File: src/rtl/lib_pkt_arbiter_mux.sv
// ============================================================================
// Module   : lib_pkt_arbiter_mux
// Brief    : Packet-aware round-robin arbiter and mux. Grants one requester
//            per packet, then holds that grant until the EOP beat is accepted.
//            The output stage is a single registered beat that can load a new
//            beat while the current one drains.
// Revision : 1.0 - initial release
// ============================================================================
`timescale 1ns/1ps
`default_nettype none

module lib_pkt_arbiter_mux #(
    parameter int NUM_INPUTS  = 4,
    parameter int DATA_WIDTH  = 64,
    parameter int LNUM_INPUTS = $clog2(NUM_INPUTS)
) (
    input  logic                             clk,
    input  logic                             reset,
    input  logic [NUM_INPUTS-1:0]            in_valid,
    input  logic [NUM_INPUTS-1:0]            in_eop,
    input  logic [NUM_INPUTS*DATA_WIDTH-1:0] in_data,
    output logic [NUM_INPUTS-1:0]            in_ready,
    output logic                             out_valid,
    output logic [DATA_WIDTH-1:0]            out_data,
    output logic                             out_eop,
    output logic [LNUM_INPUTS-1:0]           out_src,
    input  logic                             out_ready
);

    // After reset the pointer sits on the last input so input 0 is searched first.
    localparam logic [LNUM_INPUTS-1:0] C_LAST_IDX = LNUM_INPUTS'(NUM_INPUTS - 1);

    typedef enum logic [0:0] {
        ST_IDLE   = 1'b0,
        ST_LOCKED = 1'b1
    } state_t;

    state_t                  r_state;
    state_t                  w_state_next;
    logic [LNUM_INPUTS-1:0]  r_last_grant;
    logic [LNUM_INPUTS-1:0]  w_last_grant_next;
    logic [LNUM_INPUTS-1:0]  r_lock_id;
    logic [LNUM_INPUTS-1:0]  w_lock_id_next;

    logic                    r_out_valid;
    logic [DATA_WIDTH-1:0]   r_out_data;
    logic                    r_out_eop;
    logic [LNUM_INPUTS-1:0]  r_out_src;

    logic                    w_load_en;
    logic [LNUM_INPUTS-1:0]  w_winner;
    logic                    w_winner_found;
    logic [LNUM_INPUTS-1:0]  w_sel;
    logic [NUM_INPUTS-1:0]   w_ready;
    logic                    w_xfer;
    logic [DATA_WIDTH-1:0]   w_sel_data;
    logic                    w_sel_eop;

    // The output register can take a beat when it is empty or draining this cycle.
    assign w_load_en = !r_out_valid || out_ready;

    // Round-robin search: first valid requester after last_grant, wrapping.
    always_comb begin
        int w_idx;
        w_idx          = 0;
        w_winner       = '0;
        w_winner_found = 1'b0;
        for (int k = 1; k <= NUM_INPUTS; k++) begin
            w_idx = (int'(r_last_grant) + k) % NUM_INPUTS;
            if (!w_winner_found && in_valid[LNUM_INPUTS'(w_idx)]) begin
                w_winner       = LNUM_INPUTS'(w_idx);
                w_winner_found = 1'b1;
            end
        end
    end

    // Grant generation: depends only on state, in_valid and load_en (never on data/eop).
    always_comb begin
        w_ready = '0;
        w_sel   = w_winner;
        if (!reset) begin
            case (r_state)
                ST_IDLE: begin
                    w_sel = w_winner;
                    if (w_winner_found) begin
                        w_ready[w_winner] = w_load_en;
                    end
                end
                ST_LOCKED: begin
                    // Only the locked requester may proceed; a gap on it is a bubble.
                    w_sel              = r_lock_id;
                    w_ready[r_lock_id] = w_load_en;
                end
                default: begin
                    w_sel = w_winner;
                end
            endcase
        end
    end

    assign in_ready  = w_ready;
    assign w_xfer    = |(in_valid & w_ready);
    assign w_sel_eop = in_eop[w_sel];

    // Payload mux for the selected requester.
    always_comb begin
        w_sel_data = '0;
        for (int i = 0; i < NUM_INPUTS; i++) begin
            if (LNUM_INPUTS'(i) == w_sel) begin
                w_sel_data = in_data[i*DATA_WIDTH +: DATA_WIDTH];
            end
        end
    end

    // Next-state logic: lock on a non-EOP beat, release and advance pointer on EOP.
    always_comb begin
        w_state_next      = r_state;
        w_last_grant_next = r_last_grant;
        w_lock_id_next    = r_lock_id;
        if (w_xfer) begin
            case (r_state)
                ST_IDLE: begin
                    if (w_sel_eop) begin
                        w_last_grant_next = w_sel;
                    end else begin
                        w_state_next   = ST_LOCKED;
                        w_lock_id_next = w_sel;
                    end
                end
                ST_LOCKED: begin
                    if (w_sel_eop) begin
                        w_state_next      = ST_IDLE;
                        w_last_grant_next = r_lock_id;
                    end
                end
                default: begin
                    w_state_next = ST_IDLE;
                end
            endcase
        end
    end

    // Arbitration state registers.
    always_ff @(posedge clk) begin
        if (reset) begin
            r_state      <= ST_IDLE;
            r_last_grant <= C_LAST_IDX;
            r_lock_id    <= '0;
        end else begin
            r_state      <= w_state_next;
            r_last_grant <= w_last_grant_next;
            r_lock_id    <= w_lock_id_next;
        end
    end

    // Output beat register: load on input transfer, clear on drain, else hold.
    always_ff @(posedge clk) begin
        if (reset) begin
            r_out_valid <= 1'b0;
            r_out_data  <= '0;
            r_out_eop   <= 1'b0;
            r_out_src   <= '0;
        end else if (w_xfer) begin
            r_out_valid <= 1'b1;
            r_out_data  <= w_sel_data;
            r_out_eop   <= w_sel_eop;
            r_out_src   <= w_sel;
        end else if (out_ready) begin
            r_out_valid <= 1'b0;
        end
    end

    assign out_valid = r_out_valid;
    assign out_data  = r_out_data;
    assign out_eop   = r_out_eop;
    assign out_src   = r_out_src;

endmodule

`default_nettype wire
File: config.mk
export PLATFORM = sky130hd
export DESIGN_NAME = lib_pkt_arbiter_mux
export DESIGN_NICKNAME = d
export VERILOG_FILES = /design/src/rtl/lib_pkt_arbiter_mux.sv
export SDC_FILE = /design/constraint.sdc
export NUM_CORES = 1
export LEC_CHECK = 0
export ABC_AREA = 1
export ABC_CLOCK_PERIOD_IN_PS = 4700
export BUFFER_PORTS_ARGS = -buffer_cell sky130_fd_sc_hd__buf_2
export CAP_MARGIN = 10
export CORE_AREA = 2 2 133 135
export CTS_CLUSTER_DIAMETER = 30
export DETAILED_ROUTE_END_ITERATION = 6
export DIE_AREA = 0 0 135 137
export MAX_ROUTING_LAYER = met4
export SLEW_MARGIN = 20
export SYNTH_ARGS = -nofsm -noshare
export SYNTH_HDL_FRONTEND = slang
export SYNTH_SLANG_ARGS = --single-unit
File: constraint.sdc
create_clock -name clk -period 4.7 [get_ports clk]
set_clock_uncertainty 0.05 [all_clocks]
set_input_delay 0.94 -clock clk [delete_from_list [all_inputs] [get_ports clk]]
set_output_delay 0.94 -clock clk [all_outputs]
set_load 0.02 [all_outputs]
After elaboration in Yosys (flattened, before gate mapping)
Cells that the tools add are included.
{"block": "totals", "register_bits": 73}
{"block": "op_classes", "add_sub_neg": 4, "n_lt_le_gt_ge": 9, "n_eq_ne": 5, "muxes": 41, "bitwise_logic": 5, "reduce_logical": 15}
{"cell": "64-bit 2-to-1 mux", "n": 4}
{"cell": "1-bit 2-to-1 mux", "n": 18}
{"cell": "2-bit by 4-bit less-than comparator with 1-bit output (second input constant)", "n": 4}
{"cell": "2-bit 2-to-1 mux", "n": 7}
{"cell": "4-bit bitwise AND", "n": 3}
{"cell": "1-bit binary-select mux with 2-bit select", "n": 5}
{"cell": "2-bit by 3-bit less-than comparator with 1-bit output (second input constant)", "n": 3}
{"cell": "4-bit 2-to-1 mux", "n": 2}
{"cell": "2-bit one-hot mux with 2 select lines", "n": 2}
{"cell": "4-bit one-hot mux with 2 select lines", "n": 1}
{"cell": "3-bit AND reduction", "n": 2}
{"cell": "1-bit logical AND", "n": 5}
{"cell": "2-bit by 1-bit adder with 2-bit output (second input constant)", "n": 2}
{"cell": "2-bit adder (second input constant)", "n": 2}
{"cell": "1-bit demux with 2-bit select", "n": 2}
{"cell": "2-bit == test (first input constant)", "n": 2}
{"cell": "2-bit by 1-bit greater-or-equal comparator with 1-bit output (second input constant)", "n": 2}
{"cell": "1-bit logical NOT", "n": 4}
{"cell": "4-bit OR reduction", "n": 1}
{"cell": "1-bit by 2-bit == test with 1-bit output (first input constant)", "n": 1}
{"cell": "2-bit logical NOT", "n": 1}
{"cell": "2-bit by 1-bit != test with 1-bit output (second input constant)", "n": 1}
{"cell": "2-bit != test (second input constant)", "n": 1}
{"cell": "1-bit NOT", "n": 2}
{"cell": "2 further kinds", "n": 2}

Longest topological paths before layout
Gate-level depths: netlist of the first run.
{"block": "logic_depth", "ltp_word": 25, "depth_mapped": 21, "depth_no_buf": 19}

Worst setup path after synthesis of the first run
No wires, ideal clock.
{"block": "synth_timing", "path_kind": "input -> output", "startpoint": "input port in_valid[3]", "endpoint": "output port in_ready[3]", "arrival_ps": 1895, "required_ps": 3710, "slack_ps": 1815, "cell_stages": 9, "n_path_buf": 0, "cell_sequence": "inv_1 > nand2_1 > nand3_1 > nand2_1 > nor2_4 > nand3_1 > a21oi_1 > nand3_1 > nand2_1"}
{"block": "synth_between", "elab_chain_len": 21, "elab_cells_between_ends": 35, "classes_between": "2 x order compare; 25 x mux; 1 x bitwise; 7 x reduce/logical"}
{"item": "from (decl)", "line": "19", "source": "input logic [NUM_INPUTS-1:0] in_valid,"}
{"item": "1-bit binary-select mux with 2-bit select", "line": "70", "source": "if (!w_winner_found && in_valid[LNUM_INPUTS'(w_idx)]) begin"}
{"item": "1-bit 2-to-1 mux (implied by the code) (2 in series)", "line": "70"}
{"item": "1-bit 2-to-1 mux", "line": "70"}
{"item": "1-bit logical NOT", "line": "70"}
{"item": "1-bit logical AND", "line": "70"}
{"item": "1-bit 2-to-1 mux", "line": "70"}
{"item": "1-bit logical NOT", "line": "70"}
{"item": "1-bit logical AND", "line": "70"}
{"item": "[4 not listed]"}
{"item": "2-bit by 3-bit less-than comparator with 1-bit output (implied by the code) / 2-bit by 1-bit greater-or-equal comparator with 1-bit output (equally long branches)", "line": "86", "source": "w_ready[w_winner] = w_load_en;"}
{"item": "1-bit logical AND (implied by the code)", "line": "86"}
{"item": "1-bit 2-to-1 mux (implied by the code)", "line": "86"}
{"item": "1-bit demux with 2-bit select", "line": "86"}
{"item": "4-bit bitwise AND (no source line)"}
{"item": "4-bit 2-to-1 mux (*)", "line": "85", "source": "if (w_winner_found) begin"}
{"item": "4-bit one-hot mux with 2 select lines (*)", "line": "82", "source": "case (r_state)"}
{"item": "4-bit 2-to-1 mux (*)", "line": "81", "source": "if (!reset) begin"}
{"item": "to (decl)", "line": "22", "source": "output logic [NUM_INPUTS-1:0] in_ready,"}
Every way passes the cells marked *; elsewhere a longest branch is shown, timed or not. The select of a mux whose other input is x is not followed.

Final worst setup path of the first run
{"block": "layout_timing", "startpoint": "register r_last_grant[0]", "endpoint": "output port in_ready[0]"}
{"block": "layout_between", "elab_chain_len": 22, "elab_cells_between_ends": 39, "classes_between": "4 x add/sub; 2 x order compare; 25 x mux; 1 x bitwise; 7 x reduce/logical"}
{"item": "from (decl)", "line": "40", "source": "logic [LNUM_INPUTS-1:0] r_last_grant;"}
{"item": "from (signal assigned)", "line": "151", "source": "r_last_grant <= w_last_grant_next;"}
{"item": "2-bit by 1-bit adder with 2-bit output", "line": "69", "source": "w_idx = (int'(r_last_grant) + k) % NUM_INPUTS;"}
{"item": "1-bit binary-select mux with 2-bit select", "line": "70"}
{"item": "1-bit 2-to-1 mux (implied by the code) (2 in series)", "line": "70"}
{"item": "1-bit 2-to-1 mux", "line": "70"}
{"item": "1-bit logical NOT", "line": "70"}
{"item": "1-bit logical AND", "line": "70"}
{"item": "1-bit 2-to-1 mux", "line": "70"}
{"item": "1-bit logical NOT", "line": "70"}
{"item": "[5 not listed]"}
{"item": "2-bit by 3-bit less-than comparator with 1-bit output (implied by the code) / 2-bit by 1-bit greater-or-equal comparator with 1-bit output (equally long branches)", "line": "86"}
{"item": "1-bit logical AND (implied by the code)", "line": "86"}
{"item": "1-bit 2-to-1 mux (implied by the code)", "line": "86"}
{"item": "1-bit demux with 2-bit select", "line": "86"}
{"item": "4-bit bitwise AND (no source line)"}
{"item": "4-bit 2-to-1 mux (*)", "line": "85"}
{"item": "4-bit one-hot mux with 2 select lines (*)", "line": "82"}
{"item": "4-bit 2-to-1 mux (*)", "line": "81"}
Marks and branches as above.

==> results of run 1 <==
worst register-to-register path, stage by stage (launching register included):
cell     delay (ns)
dfxtp_1        0.54
inv_2          0.18
nand2_1        0.12
nand2_1        0.07
nand2_1        0.13
nand2_2        0.09
nor2_4         0.11
nand4_1        0.10
nand3_2        0.13
nand2_1        0.13
nand2_4        0.17
inv_4          0.09
nor2_8         0.71
nand2_1        0.20
nand4_1        0.15
nor2_1         0.05
nor2_1         0.12
cells by family (layout without fill, tap and decap cells):
group	Yosys count	in the layout	share of synthesized area
simple gates	565	565	0.526
compound gates	75	75	0.0845
flops	73	73	0.317
buf+inv	68	378	0.0720
sequential cells by signal, summed over array words and instances (netlist names):
register and flops:
out_src 2, r_state 1, r_last_grant 2, out_valid 1, out_eop 1, r_lock_id 2, out_data 64
stage by stage:
step	power (mW)	utilization	hold WS (ns)	cells	instance area (um^2)
floorplan	4.60	-	0.441	781	4600
CTS	6.51	0.394	0.420	1316	6720
global placement	5.72	0.375	0.414	1301	6390
finish	6.40	0.394	0.414	1316	6720
detailed placement	5.71	0.375	0.410	1301	6390
global route	7.11	0.394	0.467	1316	6720
how the worst max path moves through the flow:
stage	from	endpoint	slack (ns)	depth (start not counted)
finish	r_last_grant[0]	in_ready[0]	1.47	13
global placement	in_valid[2]	out_data[59]	1.14	15
global route	r_last_grant[0]	out_data[4]	1.11	18
floorplan	in_valid[3]	in_ready[3]	1.81	9
detailed placement	in_valid[3]	out_data[55]	1.19	16
CTS	r_last_grant[0]	in_ready[1]	1.45	12
where the power goes:
group / internal (mW) / total [mW] / leakage (nW) / switching [mW]
combinational: 1.49 / 4.73 / 2.79 / 3.24
sequential: 0.815 / 0.909 / 0.600 / 0.0932
clock: 0.506 / 0.767 / 0.162 / 0.261
total: 2.81 / 6.40 / 3.56 / 3.59
synthesized netlist by cell type (all sizes together):
| cell type | count |
|---|---|
| a21boi | 1 |
| a21oi | 5 |
| buf | 37 |
| clkbuf | 10 |
| clkinv | 1 |
| dfxtp | 73 |
| inv | 20 |
| nand2 | 324 |
| nand3 | 21 |
| nand3b | 2 |
| nand4 | 71 |
| nor2 | 147 |
| o21ai | 69 |
cell type report:
cell class | instances | area (um^2) | area share
clock buffers | 13 | 270 | 0.0402
clock inverters | 2 | 60.1 | 0.00894
inverters | 21 | 83.8 | 0.0125
multi-input cells | 640 | 2820 | 0.419
flip-flops and latches | 73 | 1460 | 0.218
well taps | 225 | 282 | 0.0419
repair buffers | 342 | 1750 | 0.260
metal layers:
metal	vias to the layer above	global-route usage
met1	2641	0.229
met2	223	0.304
met5	-	-
li1	3142	-
met4	0	0.0613
met3	21	0.0378
==> out/qor.csv, run 1 <==
metric;value;unit
status;complete, no violations;
hold worst-path end;out_src[1];
residual DRC count;0;
met3 WL post-DR;1.07;mm
Synth top area share;0.317;
CP max FO;11;
crit-path leading delay family;simple AND/OR/NAND/NOR gates;
Initial DRC Count;287;
worst r2r path cells;16;
Post-Syn Nets;1048;
highest routed layer;met4;
CTS Buf Count;9;
share of post-route cells with drive strength above 1;0.346;
HP Class;reg2reg;
Worst slew margin;0.378;
antenna violations before repair;0;
CTS max path bufs;2;
Slew @ Worst Pin;0.933;ns
pwr/cell area;953;nW/um^2
Total GRT Usage;0.186;
CTS sink count;73;
Core ar.;17100;um^2
total number of vias;6027;
slowest stage delay, CP;0.54;ns
vias per cell;4.58;
CP endpoint kind;primary output;
FP Rows;48;
post-synthesis cell count;781;
critical path class;reg2out;
mapped cell area;4600;um^2
Die Span X;135;um
Chip Height;137;um
number of buffers and inverters on the critical path;2;
Initial Utilization;0.270;
max-cap violations;0;
crit path cell chain;inv_2 -> nand2_1 -> nand2_1 -> nand2_1 -> nand2_2 -> nand2_1 -> nand2_1 -> nand2_1 -> nand3_2 -> nor2_1 -> nand2_1 -> nand2_1 -> buf_2;
fill count;1917;
I/O pins;339;
IO buf count;338;
flops & latches, synth;73;
CTS resizes;0;
Crit path required time;3.71;ns
VDD IR max;856;uV
router iterations before antenna repair;4;
WL/cell;13.4;um
global-route wire length before repair;26.7;mm
RR Startpoint;r_last_grant[0];
final setup fails;0;
most common cell after layout, fill and taps aside;buf_2;
Reg-to-Reg End;out_data[7];
Slowest-stage cell, CP;dfxtp_1;
post-synthesis area per instance;5.89;um^2
Fin. Hold Viols;0;
H-tree levels;3;
Post-CTS Setup Inserts;0;
yosys warns;0;
setup ws final;1.47;ns
TritonCTS clock tree;built;
dpl ws;1.19;ns
Reg clk slew, reported paths;0.06;ns
DRT antenna net count;0;
Worst R2R Setup Slack;1.51;ns
Synth area leader;dfxtp_1;
Placer Congestion;0.842;
sequential share of the synthesized area;0.317;
most frequent CP cell;nand2_1;
post-route minimum period;3.23;ns
GR Overflow Total;0;
M1 wire length;7.79;mm
Yosys cell types;27;
Final Max Tran Viols;0;
CP Launch Type;flop;
# nets final;1354;
setup_tns;0;ns
CP Data Arrival Time;2.24;ns
routed wire length;17.7;mm
ranking of synthesized cells by area;dfxtp_1, nand2_1, nor2_1, nand4_1, o21ai_0;
most frequent cells in the layout;buf_2, nand2_1, nor2_1;
Max Clk Rate;309;MHz
worst skew pair latency;0.33;ns
hold-fix buffer count after cts;0;
WL met2;8.47;mm
# diodes;0;
DP HPWL;12.8;mm
vias in the first global route;5436;
Root Driver;clkbuf_16;
largest net degree at the start of global routing;71;
crit share post-route;0.688;
unrepaired setup endpoints after global routing;no;
Hold Crit Depth;2;
die area;18500;um^2
P&R area growth vs syn;46.0;%
Pleak;3.56;nW
hold_sp;out_src[1];
Note: power is estimated with default switching activity, not from simulation.
==> run 2: changes to the inputs <==
ABC_CLOCK_PERIOD_IN_PS = 2800   (was 4700)
clock period = 2.8 ns   (was 4.7 ns; I/O delays follow)
==> out/qor.csv, run 2 (same netlist as run 1, synthesis figures left out) <==
metric;value;unit;change
CP endpoint kind;primary output;;unchanged
Slowest-stage cell, CP;dfxtp_4;;was dfxtp_1
share of post-route cells with drive strength above 1;0.358;;was 0.346
slowest stage delay, CP;0.39;ns;was 0.54 ns
Sw Ratio;0.538;;was 0.561
Sw Pwr;6.17;mW;was 3.59 mW
DRT antenna net count;0;;unchanged
Final Max Tran Viols;0;;unchanged
global-route wire length before repair;26.7;mm;about the same
status;complete, no violations;;unchanged
fill count;1849;;was 1,917
die area;18500;um^2;unchanged
Chip Height;137;um;unchanged
crit path launch;r_last_grant[0];;unchanged
VDD IR max;886;uV;was 856 uV
Seq pwr share;0.133;;was 0.142
CP Launch Type;flop;;unchanged
Root Driver;clkbuf_16;;unchanged
post-route minimum period;2.61;ns;
H-tree levels;3;;unchanged
Initial DRC Count;248;;was 287
Worst R2R Setup Slack;0.33;ns;was 1.51 ns
critical path class;reg2out;;unchanged
most frequent cells in the layout;buf_2, nand2_1, nor2_1;;unchanged
P&R area growth vs syn;50.5;%;was 46.0%
most common cell after layout, fill and taps aside;buf_2;;unchanged
Crit path required time;2.19;ns;was 3.71 ns
Core ar.;17100;um^2;unchanged
Fin. Hold Viols;0;;unchanged
HP Class;reg2reg;;unchanged
Multi-input gate area;2820;um^2;about the same
Max Clk Rate;383;MHz;
# nets final;1367;;was 1,354
final hold slack;0.414;ns;about the same
largest net degree at the start of global routing;71;;unchanged
WL/cell;13.2;um;was 13.4 um
Reg clk slew, reported paths;0.06;ns;about the same
worst skew pair latency;0.33;ns;about the same
router iterations before antenna repair;4;;unchanged
total number of vias;6102;;was 6,027
worst r2r path cells;16;;unchanged
combinational share of power;0.766;;was 0.738
# diodes;0;;unchanged
final setup fails;0;;unchanged
crit path cell chain;buf_4 -> nand2_1 -> nand3_1 -> nand2_1 -> nor2_4 -> nand3_1 -> a21oi_2 -> nand3_1 -> nand2_1 -> buf_2;;was inv_2 -> nand2_1 -> nand2_1 -> nand2_1 -> nand2_2 -> nand2_1 -> nand2_1 -> nand2_1 -> nand3_2 -> nor2_1 -> nand2_1 -> nand2_1 -> buf_2
Reg-to-Reg End;out_data[58];;was out_data[7]
CP max FO;7;;was 11
CP Data Arrival Time;2.00;ns;was 2.24 ns
pwr/cell area;1650;nW/um^2;was 953 nW/um^2
setup_tns;0;ns;unchanged
cell depth of the worst setup path;10;;was 13
CTS sink count;73;;unchanged
Clock power frac;0.101;;was 0.120
crit-path leading delay family;simple AND/OR/NAND/NOR gates;;unchanged
Placer Congestion;0.824;;was 0.842
CTS max path bufs;2;;unchanged
vias per cell;4.59;;was 4.58
crit share post-route;0.933;;
FP Rows;48;;unchanged
DP HPWL;13.4;mm;was 12.8 mm
Worst slew margin;0.572;;was 0.378
Pint;5.29;mW;was 2.81 mW
unrepaired setup endpoints after global routing;no;;unchanged
hold-fix buffer count after cts;0;;unchanged
routed wire length;17.6;mm;was 17.7 mm
number of buffers and inverters on the critical path;2;;unchanged
Total GRT Usage;0.186;;about the same
Worst setup endpoint;in_ready[3];;was in_ready[0]
I/O pins;339;;unchanged
Die Span X;135;um;unchanged
residual DRC count;0;;unchanged
TritonCTS clock tree;built;;unchanged
IO buf count;338;;unchanged
antenna violations before repair;0;;unchanged
vias in the first global route;5476;;was 5,436
flip-flop count of the largest register after layout;64;;unchanged
RR Startpoint;r_last_grant[0];;unchanged
CTS Buf Count;9;;unchanged
Pleak;3.64;nW;was 3.56 nW
GR Overflow Total;0;;unchanged
Initial Utilization;0.270;;unchanged
Slew @ Worst Pin;0.642;ns;was 0.933 ns
max-cap violations;0;;unchanged
FF/Latch Area;1470;um^2;was 1460 um^2
## run 2: how the worst min path moves through the flow
| stage | startpoint | end | slack (ns) | cells past startpoint |
|---|---|---|---|---|
| finish | out_eop | out_eop | 0.41 | 2 |
| global route | reset | out_eop | 0.43 | 2 |
| CTS | reset | out_eop | 0.41 | 2 |
| detailed placement | out_eop | out_eop | 0.41 | 2 |
| global placement | out_eop | out_eop | 0.40 | 2 |
| floorplan | r_lock_id[1] | r_lock_id[1] | 0.44 | 2 |
## run 2: area by class of cell
class / count / share of cell area
Clock buffer: 11 / 0.0350
Sequential cell: 73 / 0.212
Clock inverter: 5 / 0.00795
Inverter: 21 / 0.0125
Multi-Input combinational cell: 640 / 0.408
Tap cell: 225 / 0.0406
Timing Repair Buffer: 355 / 0.285
## run 2: per-layer routing
| metal | routed length [um] | global-route usage | up-vias | share of wire |
|---|---|---|---|---|
| met5 | 0 | - | - | 0 |
| met4 | 435 | 0.0567 | 0 | 0.025 |
| met3 | 1020 | 0.0444 | 29 | 0.058 |
| met2 | 8700 | 0.312 | 214 | 0.49 |
| met1 | 7460 | 0.220 | 2691 | 0.42 |
| li1 | - | - | 3168 | - |
## run 2: through the flow
step	setup WS (ns)	utilization	instances	instance area (um^2)	power, mW
6_report	0.188	0.406	1330	6930	11.5
5_1_grt	0.00583	0.406	1330	6930	12.6
4_1_cts	0.0382	0.405	1330	6910	11.6
3_5_place_dp	0.143	0.388	1314	6610	10.4
3_3_place_gp	0.180	0.388	1314	6610	10.4
2_1_floorplan	0.421	-	781	4600	7.72
## run 2: power by group through the flow
stage	registers (mW)	clock network, mW	logic [mW]
2_1_floorplan	1.83	0	5.89
3_3_place_gp	1.53	0	8.84
3_5_place_dp	1.53	0	8.85
4_1_cts	1.52	1.21	8.86
5_1_grt	1.56	1.24	9.81
6_report	1.52	1.16	8.77
## run 2: tightest hold or removal path: cells and delay by family, from the launching register on
kind / cells / cell delay (ns)
AO/OA/AOI/OAI: 1 / 0.05
flip-flops: 1 / 0.31
AND/OR/NAND/NOR: 1 / 0.06
## run 2: what timing repair did
action | in CTS | in global routing
buffers inserted | 0 | 0
setup endpoints to repair | 0 | 76
resized for setup | 0 | 8
